<file path="src/rtl/mem_dump_reader.sv">
// Streams WORD_COUNT words from a read-only data RAM, starting at BASE_ADDR, to a valid/ready sink.
// Latency: RD_LATENCY+2 cycles per word (ISSUE, RD_LATENCY x WAIT, PRESENT); done one cycle after the last handshake.
// Backpressure: holds out_data and mem_addr stable in PRESENT until out_ready; no new address is issued meanwhile.
module mem_dump_reader #(
  parameter int unsigned BASE_ADDR  = 8900,
  parameter int unsigned WORD_COUNT = 129200,
  parameter int unsigned RD_LATENCY = 1
) (
  input  logic        clk,
  input  logic        reset,
  input  logic        start,
  output logic [31:0] mem_addr,
  input  logic [31:0] mem_rd,
  output logic [31:0] out_data,
  output logic        out_valid,
  input  logic        out_ready,
  output logic        busy,
  output logic        done
);

  localparam logic [2:0] IDLE    = 3'd0;
  localparam logic [2:0] ISSUE   = 3'd1;
  localparam logic [2:0] WAIT    = 3'd2;
  localparam logic [2:0] PRESENT = 3'd3;
  localparam logic [2:0] FINISH  = 3'd4;

  // Index of the final word; WORD_COUNT tops out at 2^20 so this always fits in 20 bits.
  localparam logic [19:0] LAST_IDX = 20'(WORD_COUNT - 1);
  localparam logic [1:0]  LAT      = 2'(RD_LATENCY);
  localparam logic [31:0] BASE     = 32'(BASE_ADDR);

  logic [2:0]  state;
  logic [19:0] idx;
  logic [1:0]  lat_cnt;
  logic [31:0] data_q;
  logic [31:0] word_addr;

  // Address of the word currently being fetched or presented.
  assign word_addr = BASE + {12'd0, idx};

  // Main sequencer: issue one address, wait out the read latency, present, repeat.
  always_ff @(posedge clk) begin
    if (reset) begin
      state   <= IDLE;
      idx     <= 20'd0;
      lat_cnt <= 2'd0;
      data_q  <= 32'd0;
    end else begin
      case (state)
        IDLE: begin
          if (start) begin
            idx   <= 20'd0;
            state <= ISSUE;
          end
        end
        ISSUE: begin
          lat_cnt <= LAT;
          if (LAT == 2'd0) begin
            // Combinational memory: read data is already valid for this address.
            data_q <= mem_rd;
            state  <= PRESENT;
          end else begin
            state <= WAIT;
          end
        end
        WAIT: begin
          // Counter value 1 marks the cycle in which mem_rd becomes valid.
          lat_cnt <= lat_cnt - 2'd1;
          if (lat_cnt == 2'd1) begin
            data_q <= mem_rd;
            state  <= PRESENT;
          end
        end
        PRESENT: begin
          if (out_ready) begin
            if (idx == LAST_IDX) begin
              state <= FINISH;
            end else begin
              idx   <= idx + 20'd1;
              state <= ISSUE;
            end
          end
        end
        FINISH: begin
          state <= IDLE;
        end
        default: begin
          state <= IDLE;
        end
      endcase
    end
  end

  // Outputs decode directly from registered state, so they are glitch-free relative to the clock edge.
  // The address bus parks at 0 outside an active fetch, which also keeps it below the dump's upper bound.
  assign mem_addr  = ((state == ISSUE) || (state == WAIT) || (state == PRESENT)) ? word_addr : 32'd0;
  assign out_data  = data_q;
  assign out_valid = (state == PRESENT);
  assign busy      = (state != IDLE);
  assign done      = (state == FINISH);

endmodule

</file>
<file path="config.mk">
export PLATFORM = sky130hd
export DESIGN_NAME = mem_dump_reader
export DESIGN_NICKNAME = d
export VERILOG_FILES = /design/src/rtl/mem_dump_reader.sv
export SDC_FILE = /design/constraint.sdc
export NUM_CORES = 1
export LEC_CHECK = 0
export ABC_AREA = 0
export BUFFER_PORTS_ARGS = -buffer_cell sky130_fd_sc_hd__buf_2
export CELL_PAD_IN_SITES_DETAIL_PLACEMENT = 1
export CELL_PAD_IN_SITES_GLOBAL_PLACEMENT = 2
export CORE_ASPECT_RATIO = 1.5
export CORE_MARGIN = 1
export CORE_UTILIZATION = 30
export DETAILED_ROUTE_END_ITERATION = 10
export PLACE_DENSITY_LB_ADDON = 0.3
export REMOVE_ABC_BUFFERS = 1
export SYNTH_ARGS = -nofsm -noshare
export SYNTH_HDL_FRONTEND = slang
export SYNTH_SLANG_ARGS = --single-unit
</file>
<file path="constraint.sdc">
create_clock -name clk -period 4.1 [get_ports clk]
set_input_delay 1.025 -clock clk [delete_from_list [all_inputs] [get_ports clk]]
set_output_delay 1.025 -clock clk [all_outputs]
set_load 0.02 [all_outputs]
</file>
Word level (Yosys, flattened, before mapping)
Index checks and enable logic that the tools add are counted.

Register bits: 57. Input port bits: 36. Output and inout port bits: 67. Logic and storage cells: 37.

Add/sub/neg operators: 3. Eq/ne operators: 10. Multiplexer cells: 11. Reduce and logical (&&, ||, !) cells: 9.

Operators with widths (number): two-way mux 20 bit (3); one-hot mux 20 bit (2 select lines) (1); adder 14 x 20 -> 21 bit, first input constant (1); two-way mux 21 bit (1); adder 20 x 1 -> 20 bit, second input constant (1); equality test 20 x 17 -> 1 bit, second input constant (1); two-way mux 3 bit (4); one-hot mux 3 bit (4 select lines) (1); equality test 3 x 2 -> 1 bit, second input constant (2); inequality test 2 bit, second input constant (3); one-hot mux 2 bit (2 select lines) (1); AND reduction 4 bit (1); nonzero test 2 bit (2); equality test 3 x 1 -> 1 bit, second input constant (1); equality test 3 bit, second input constant (1); zero test 3 bit (1); AND reduction 3 bit (1); nonzero test 3 bit (1); equality test 2 x 1 -> 1 bit, second input constant (1); logical OR 1 bit (2); inequality test 2 x 1 -> 1 bit, second input constant (1); AND reduction 2 bit (1); subtractor 2 x 1 -> 2 bit, second input constant (1).

Logic depth before layout (Yosys ltp)
Gate-level depths: netlist (run 1).

Depth after elaboration: 4. Gate-level depth with buffers: 8. Gate-level depth less buffers: 6.

Worst setup path before layout (run 1)
Ideal clock, no wire load.

Kind: reg-to-output. Start: reg idx[2]. End: out mem_addr[14]. Arrival time: 1805 ps. Required time: 3075 ps. Setup slack: 1270 ps. Cell stages (with the launch flop): 8. Buffers on the path: 1. Cells stage by stage: dfxtp_1 -> ha_1 -> buf_2 -> a311o_1 -> a21oi_1 -> o21bai_1 -> xnor2_1 -> nor2_1.

Word-level cells in the longest chain between the ends: 2.

Ends and longest elaborated chain: from (decl) (line 33) `logic [19:0] idx;`; from (signal assigned) (line 79) `idx <= idx + 20'd1;`; adder 14 x 20 -> 21 bit (line 39) `assign word_addr = BASE + {12'd0, idx};`; two-way mux 21 bit (line 96) `assign mem_addr = ((state == ISSUE) || (state == WAIT) || (state == PRESENT)) ? word_addr : 32'd0;`; to (decl) (line 12) `output logic [31:0] mem_addr,`.

Every way passes these cells.

Worst setup path after layout (run 1)
Start: reg idx[2]. End: out mem_addr[20].

The elaborated chain is that of the path after synthesis.

==> results summary, run 1 <==
The power per standard cell area is 434 nW/um2. STA puts the critical path data arrival time at 2.35 ns. The die area came out at 10800 um2. The overall global routing resource usage came out at 0.188. The post-route clock skew came out at 0.00730 ns. The H-tree depth came out at 3.

The first global-routing pass estimated 16100 um of wire. In this run the most critical hold path is launched from out_data[15]$_SDFFE_PP0P_. The switching power is 0.485 mW.

The area of the placeable core is 10100 um2. The critical path starts at idx[2]$_SDFFE_PP0P_. The share of layout cells above drive strength 1 came out at 0.254. The async set-reset flop share out of synthesis is 0. Dividing the synthesized area by the synthesized cell count gives 7.61 um2. The height of the die came out at 127 um.

The internal power summed over all cells is 1.17 mW. The buffer levels on the longest clock path came out at 2. The final total negative setup slack is 0 ns.

IR analysis of the VDD net gives a maximum drop of 0.000247 V. The placer's final routability congestion estimate came out at 0.764. The path with the worst hold slack has its endpoint at out_data[15]$_SDFFE_PP0P_. Registers take 1140 um2. The worst flop-to-flop path endpoint is idx[18]$_SDFFE_PP0P_. The minimum period implied by the final worst setup slack is 3.37 ns.

Once layout is done, the placed cells without fillers occupy 3800 um2. The maximum fanout count along the critical path is 8. The hold violation count in the final report is 0. The first detailed-routing pass took 4 iterations. The gate count after technology mapping is 411. The count of final setup violators is 0. The number of port buffers came out at 91.

During I/O placement, the number of pins put on the boundary was 103. The data required time of the critical path is 3.07 ns. The most used flip-flop cell after synthesis is sky130_fd_sc_hd__dfxtp_1. The flow ran to the end, and the final reports show no timing, DRC or antenna violations.

The final count of pins violating max slew came to 0. The number of antenna violations at the first check in global routing is 0. The clock transition at the registers of the reported paths is 0.05 ns.

The worst setup path is of the reg -> out kind. The min-delay analysis places its worst path in the category reg -> reg. Measured along the x axis, the die boundary spans 85.4 um. The antenna cell count came out at 0.

The worst flop-to-flop path startpoint is idx[5]$_SDFFE_PP0P_. The depth of the worst hold-timing path came out at 2. The initial utilization of the core area, before any placement, comes to 0.309. The number of gates given a new drive strength after cts came out at 0. The worst slew margin relative to its limit is 0.497.

The total number of vias is 3119. The post-synthesis sequential element count is 57. For this run, the post-layout net count is 519. The later-pin clock latency in the skew report came out at 0.33 ns.

The share of total power dissipated in the clock network is 0.459. Of the total power, the share spent switching nets is 0.294. Setup repair after global routing left no endpoint under its margin. In this run the clock root is driven by a sky130_fd_sc_hd__clkbuf_16. The relative contribution of sequential cells to total power came out at 0.363.

The residual antenna-violating net count after detailed routing came out at 0. The overall power after layout came out at 1.65 mW. The share of the cycle needed by the critical path after routing is 0.822. The number of distinct library cells after synthesis is 55. The worst setup slack for register-to-register paths is 1.89 ns. The first routing iteration left 88 violations.

The DRC violation count after routing is 0. The HPWL after detailed placement is 7000 um. The total clock buffers created by CTS is 9. Using the TritonRoute via totals, the vias-per-cell ratio works out to 5.19. The area of combinational cells with multiple inputs came out at 1710 um2. The number of global-route vias before repair is 3181. TritonCTS built the clock tree.

The number of fill cells in the layout is 1296. The number of warnings reported in the yosys synthesis log came out at 0. STA classifies the critical path endpoint as an output port. The number of cell rows came out at 45. The depth of the most critical reg-to-reg path came out at 5. The analysis attributes to cell leakage a power of 1.55 nW.

The maximum clock rate came out at 297 MHz. The number of flops mapped to enable cells by yosys is 0. In this run the post-CTS setup repair buffer count came out at 0. The worst setup path is launched from a register.

Global routing finished with a remaining overflow of 0. The number of hold buffers added after cts came out at 0. The total of max-cap violations is 0. After detailed routing, the average wire length per cell comes to 16.3 um. The cell count after placement is 586. The summed instance area of the synthesized netlist is 3130 um2. The layout-stage area growth over the synthesis result came out at 21.6%.

The finished layout holds 601 standard cells, fillers aside. The combinational share of power is 0.178. The transition time at the pin with the least slew margin is 0.748 ns.

Entering global routing, the biggest net connects 33 pins. CTS saw 57 sinks. The total wire length came out at 9780 um. Of the synthesized area, sequential elements account for 0.365. The final hold slack is 0.450 ns. The cell area after placement came out at 3500 um2.
[power groups by stage]
stage | clock [mW] | combinational, mW | sequential, mW
after floorplan | 0 | 0.163 | 0.625
after global placement | 0 | 0.295 | 0.610
after detailed placement | 0 | 0.301 | 0.612
after CTS | 0.776 | 0.302 | 0.600
after global routing | 0.799 | 0.325 | 0.604
final | 0.757 | 0.294 | 0.600
[critical path, cell delays in order (launching register included)]
cell,delay (ns)
sky130_fd_sc_hd__dfxtp_1,0.43
sky130_fd_sc_hd__ha_1,0.36
sky130_fd_sc_hd__a311oi_1,0.16
sky130_fd_sc_hd__o21ai_0,0.27
sky130_fd_sc_hd__nor3b_1,0.40
sky130_fd_sc_hd__and4_1,0.23
sky130_fd_sc_hd__buf_2,0.16
[flip-flops by register name, summed over array words and instances (netlist names)]
register and cells:
state 3, lat_cnt 2, out_data 32, idx 20
[Yosys cell counts, types with 4 or more instances]
cell                        n  area, um2
sky130_fd_sc_hd__clkbuf_1  20       75.1
sky130_fd_sc_hd__nor3_1     5       25.0
sky130_fd_sc_hd__or4_1      4       30.0
sky130_fd_sc_hd__nand3_1   10       50.1
sky130_fd_sc_hd__o21ai_0   16       80.1
sky130_fd_sc_hd__a211oi_1   5       37.5
sky130_fd_sc_hd__nand4_1   12       75.1
sky130_fd_sc_hd__xor2_1     7       61.3
sky130_fd_sc_hd__xnor2_1    7       61.3
sky130_fd_sc_hd__nor4_1     5       31.3
sky130_fd_sc_hd__buf_6      5       56.3
sky130_fd_sc_hd__a21oi_1   56        280
sky130_fd_sc_hd__nand2_1   77        289
sky130_fd_sc_hd__nor2_1    35        131
sky130_fd_sc_hd__inv_1      8       30.0
sky130_fd_sc_hd__and2_1     5       31.3
sky130_fd_sc_hd__dfxtp_1   57       1140
sky130_fd_sc_hd__buf_4     17        128
[routing by layer]
| metal | GRT usage | wire, um | vias to the layer above |
|---|---|---|---|
| li1 | - | - | 1539 |
| met1 | 0.220 | 4210 | 1472 |
| met2 | 0.337 | 4960 | 94 |
| met3 | 0.0239 | 424 | 14 |
| met4 | 0.0892 | 189 | 0 |
| met5 | 0 | 0 | - |
[final cells by class]
type	count	share of cell area
Multi-Input combinational cell	310	0.450
Sequential cell	57	0.300
Timing Repair Buffer	94	0.126
Clock buffer	12	0.0675
Tap cell	117	0.0385
Clock inverter	3	0.0105
Inverter	8	0.00790
[how the worst max path moves through the flow]
stage / end / slack [ns] / cells after the start
final: mem_addr[20] / 0.73 / 6
after global routing: mem_addr[18] / 0.46 / 7
after CTS: mem_addr[20] / 0.67 / 6
after detailed placement: mem_addr[20] / 1.04 / 6
after global placement: mem_addr[20] / 1.13 / 6
after floorplan: mem_addr[14] / 1.31 / 6
[stage by stage]
step	util	setup slack [ns]
after global placement	0.346	1.13
after CTS	0.375	0.667
after detailed placement	0.346	1.04
after global routing	0.375	0.455
final	0.375	0.728
after floorplan	-	1.31
[logic make-up after synthesis]
family | after synthesis | share of synthesized area
AND/OR/NAND/NOR | 180 | 0.284
AO/OA/AOI/OAI | 99 | 0.188
flip-flops | 57 | 0.365
buffers and inverters | 54 | 0.100
XOR/XNOR | 14 | 0.0392
adder cells (fa/ha/maj) | 3 | 0.0120
multiplexers | 3 | 0.0100
other | 1 | 0.00120
[cells in the final DEF (no fill, tap or decap), types with 4 or more instances in the layout]
cell type	n
sky130_fd_sc_hd__xnor2_1	7
sky130_fd_sc_hd__or4_1	4
sky130_fd_sc_hd__and2_1	5
sky130_fd_sc_hd__nand2_1	77
sky130_fd_sc_hd__dfxtp_1	57
sky130_fd_sc_hd__a21oi_1	56
sky130_fd_sc_hd__inv_1	8
sky130_fd_sc_hd__o21ai_0	16
sky130_fd_sc_hd__nand4_1	12
sky130_fd_sc_hd__nand3_1	10
sky130_fd_sc_hd__nor3_1	5
sky130_fd_sc_hd__a211oi_1	5
sky130_fd_sc_hd__xor2_1	7
sky130_fd_sc_hd__nor4_1	5
sky130_fd_sc_hd__conb_1	11
sky130_fd_sc_hd__nor2_1	35
sky130_fd_sc_hd__buf_2	91
sky130_fd_sc_hd__clkbuf_16	9
No activity file was read; power rests on OpenSTA's default activity.
==> inputs of run 2 (changes only) <==
- ABC_AREA: 0 -> 1
- CORE_UTILIZATION: 30 -> 24
- clock period: 4.1 -> 2.95 ns (I/O delays scaled with it)
==> results summary, run 2 <==
The path class of the lowest-slack min-delay path is reg -> reg. The placer's final routability congestion estimate is 0.815 (+6.6%). The area of the placeable core came out at 13500 um2 (+34%).

The number of port buffers is 91 (unchanged). The global-route wire length before repair is 20100 um (+25%). The hold violation count in the final report is 0 (unchanged). The data arrival time at the worst-slack endpoint came out at 2.02 ns (-0.33 ns).

The worst slew margin relative to its limit came out at 0.333 (-0.164). The gate count after technology mapping came out at 530 (+29%). The starting density of the core came out at 0.246 (-0.0620).

sky130_fd_sc_hd__dfxtp_1 takes more of the synthesized area than any other cell. By count the netlist is led by sky130_fd_sc_hd__nor2_1 (113), sky130_fd_sc_hd__nand2_1 (96), sky130_fd_sc_hd__dfxtp_1 (57). The height of the die is 146 um (+15%). The post-synthesis simple-gate area fraction is 0.375 (+0.0906).

The final core utilization is 0.309 (-0.0663). The number of warnings reported in the yosys synthesis log is 0 (unchanged). The clock transition at the registers of the reported paths is 0.06 ns (about the same). The xor/xnor cell area share of the yosys netlist was 0.0158 (-0.0235). The share of the cycle needed by the critical path after routing came out at 0.936. The number of distinct library cells after synthesis is 33 (-40%).

The die width came out at 98.3 um (+15%). The DRC marker count from the first detailed-route iteration is 74 (-16%). By instance count, the leading cell after synthesis is sky130_fd_sc_hd__nor2_1. The final total negative setup slack came out at 0 ns (unchanged). The number of search-and-repair iterations in the first detailed-routing pass is 9 (+5).

The number of flip-flops in the largest register was 32 (unchanged). The antenna cell count came out at 0 (unchanged). The summed instance area of the synthesized netlist came out at 3340 um2 (+6.7%). The depth of the worst hold-timing path came out at 1 (-1). The async set-reset flop share out of synthesis is 0 (unchanged). The critical path is of the reg -> out type. The maximum number of pins on one net before global-route repair came out at 33 (unchanged). The total clock buffers created by CTS came out at 9 (unchanged).

The post-synthesis adder-cell area fraction is 0.0113 (-0.000752). The worst hold endpoint is lat_cnt[0]$_SDFFE_PP0P_. The residual antenna-violating net count after detailed routing is 0 (unchanged). The worst setup slack for register-to-register paths came to 0.53 ns (-1.36 ns).

The later-pin clock latency in the skew report is 0.33 ns (about the same). The area fraction in compound gates after synthesis is 0.126 (-0.0620). The category of the worst setup path capture point is an output port.

The depth of the most critical reg-to-reg path came out at 11 (+6). The cell area after placement is 3870 um2 (+10%). The leakage power total is 1.98 nW (+28%). The number of antenna violations at the first check in global routing is 0 (unchanged). The worst register-to-register path begins at idx[0]$_SDFFE_PP0P_. The total wire length is 12300 um (+26%).

The share of layout cells above drive strength 1 is 0.220 (-0.0344). The count of final setup violators is 0 (unchanged). The residual overflow from global routing came out at 0 (unchanged). The portion of synthesized cell area occupied by the leading cell type came out at 0.342 (-0.0229). The number of top-level pins came out at 103 (unchanged). The number of global-route vias before repair was 3984 (+25%). The layout-stage area growth over the synthesis result came out at 25.3%. The overall global routing resource usage is 0.179 (-0.00935). The total number of nets in the final design came out at 653 (+26%). The H-tree depth is 3 (unchanged).

TritonCTS built the clock tree. The total of max-cap violations is 0 (unchanged). The worst flop-to-flop path endpoint is idx[1]$_SDFFE_PP0P_.

The final reports fail on design-rule violations. The post-synthesis sequential element count is 57 (unchanged). The mean instance size in the synthesized netlist came out at 6.29 um2 (-17%). The number of cell rows came out at 52 (+16%).

The transition time at the pin with the least slew margin came to 0.999 ns (+0.252 ns). The HPWL after detailed placement came out at 9190 um (+31%). The minimum period implied by the final worst setup slack came out at 2.76 ns. The routed via count divided by cell count came out at 4.73 (-8.9%). The post-route clock skew came out at 0.00800 ns (+0.000697 ns). The die area came out at 14400 um2 (+33%). The cell sitting at the root of the clock tree is a sky130_fd_sc_hd__clkbuf_16. Derived from the worst setup path, the maximum achievable clock frequency is 362 MHz. The buffer levels on the longest clock path is 2 (unchanged). The power per standard cell area came out at 730 nW/um2 (+68%). The most used flip-flop cell after synthesis is sky130_fd_sc_hd__dfxtp_1. The number of flops mapped to enable cells by yosys is 0 (unchanged). The peak supply drop is 0.000271 V (+9.8%). The final count of pins violating max slew came out at 0 (unchanged). Leaving out fill and tap cells, the most frequent cell in the layout is sky130_fd_sc_hd__nor2_1. By area, the combinational part of the netlist is dominated by simple AND/OR/NAND/NOR gates. Setup repair after global routing left no endpoint under its margin. The run finished, with violations left.

Sorting the synthesized cells by area gives the leading types as sky130_fd_sc_hd__dfxtp_1 (34%), sky130_fd_sc_hd__nor2_1 (13%), sky130_fd_sc_hd__nand2_1 (11%). The routed wirelength normalized by instance count is 15.7 um (-3.4%). The number of clock sinks is 57 (unchanged).

The part of the Yosys area used for sequential elements came out at 0.342 (-0.0229). In this run the most critical hold path is launched from lat_cnt[0]$_SDFFE_PP0P_. The multiplexer area fraction after synthesis is 0 (-0.0100).

The total number of vias is 3692 (+18%). The type of origin of the critical path is a register. The data required time of the critical path came to 2.21 ns (-0.86 ns).

The area of all placed cells without fillers is 4180 um2 (+9.9%). The DRC violation count after routing came out at 1 (+1). The maximum fanout count along the critical path came out at 7 (-1). The library cells used most frequently in the layout, excluding fill and tap cells, are sky130_fd_sc_hd__nor2_1 (113), sky130_fd_sc_hd__nand2_1 (94), sky130_fd_sc_hd__buf_2 (91).
run 2: area by class of cell:
type | count | area (um2)
repair buffers | 100 | 523
flip-flops and latches | 57 | 1140
well taps | 162 | 203
fillers | 1788 | 9350
multi-input cells | 393 | 1810
clock buffers | 10 | 229
inverters | 53 | 201
clock inverters | 6 | 68.8
run 2: through the flow:
stage / power [mW] / cells / hold slack [ns] / setup WS (ns)
5_1_grt: 3.25 / 781 / 0.509 / 0.00666
2_1_floorplan: 1.60 / 503 / 0.432 / 0.542
3_3_place_gp: 2.01 / 765 / 0.451 / 0.417
3_5_place_dp: 2.04 / 765 / 0.456 / 0.350
6_report: 3.05 / 781 / 0.470 / 0.190
4_1_cts: 3.12 / 781 / 0.471 / 0.0675
run 2: kinds of logic after synthesis:
| family | Yosys count |
|---|---|
| xor+xnor | 6 |
| fa+ha+maj | 3 |
| simple gates | 290 |
| other cells | 1 |
| buf+inv | 90 |
| compound gates | 83 |
| flops | 57 |
run 2: worst max path at each step:
stage	startpoint	slack (ns)	endpoint
floorplan	state[0]$_SDFFE_PP0P_	0.54	mem_addr[10]
global placement	idx[2]$_SDFFE_PP0P_	0.42	mem_addr[14]
detailed placement	idx[2]$_SDFFE_PP0P_	0.35	mem_addr[14]
CTS	idx[3]$_SDFFE_PP0P_	0.07	mem_addr[14]
global route	idx[8]$_SDFFE_PP0P_	0.007	mem_addr[19]
finish	idx[2]$_SDFFE_PP0P_	0.19	mem_addr[14]
run 2: report_power, final:
part	internal, mW	switching, mW	total, mW
combinational	0.285	0.801	1.09
clock	0.656	0.399	1.06
sequential	0.852	0.0568	0.908
run 2: metal layers:
metal | part of all wire | track usage
met5 | 0 | 0
met4 | 0.020 | 0.0627
met3 | 0.051 | 0.0440
met2 | 0.52 | 0.337
met1 | 0.41 | 0.191
run 2: worst max-delay path, cell delays in order, from the launching register on:
cell	delay [ns]
sky130_fd_sc_hd__dfxtp_2	0.40
sky130_fd_sc_hd__ha_2	0.23
sky130_fd_sc_hd__nand3_1	0.17
sky130_fd_sc_hd__nand2_2	0.12
sky130_fd_sc_hd__nand2_1	0.09
sky130_fd_sc_hd__nand2_1	0.09
sky130_fd_sc_hd__nand2_1	0.08
sky130_fd_sc_hd__nand2_2	0.12
sky130_fd_sc_hd__o21ai_0	0.08
sky130_fd_sc_hd__a21oi_1	0.13
sky130_fd_sc_hd__buf_2	0.18
run 2: what timing repair did:
item	4_1_cts	5_1_grt
gates resized for setup	1	5
endpoints found under the setup margin	1	6
setup buffers	0	0
hold endpoints to repair	0	0
hold buffers	0	0
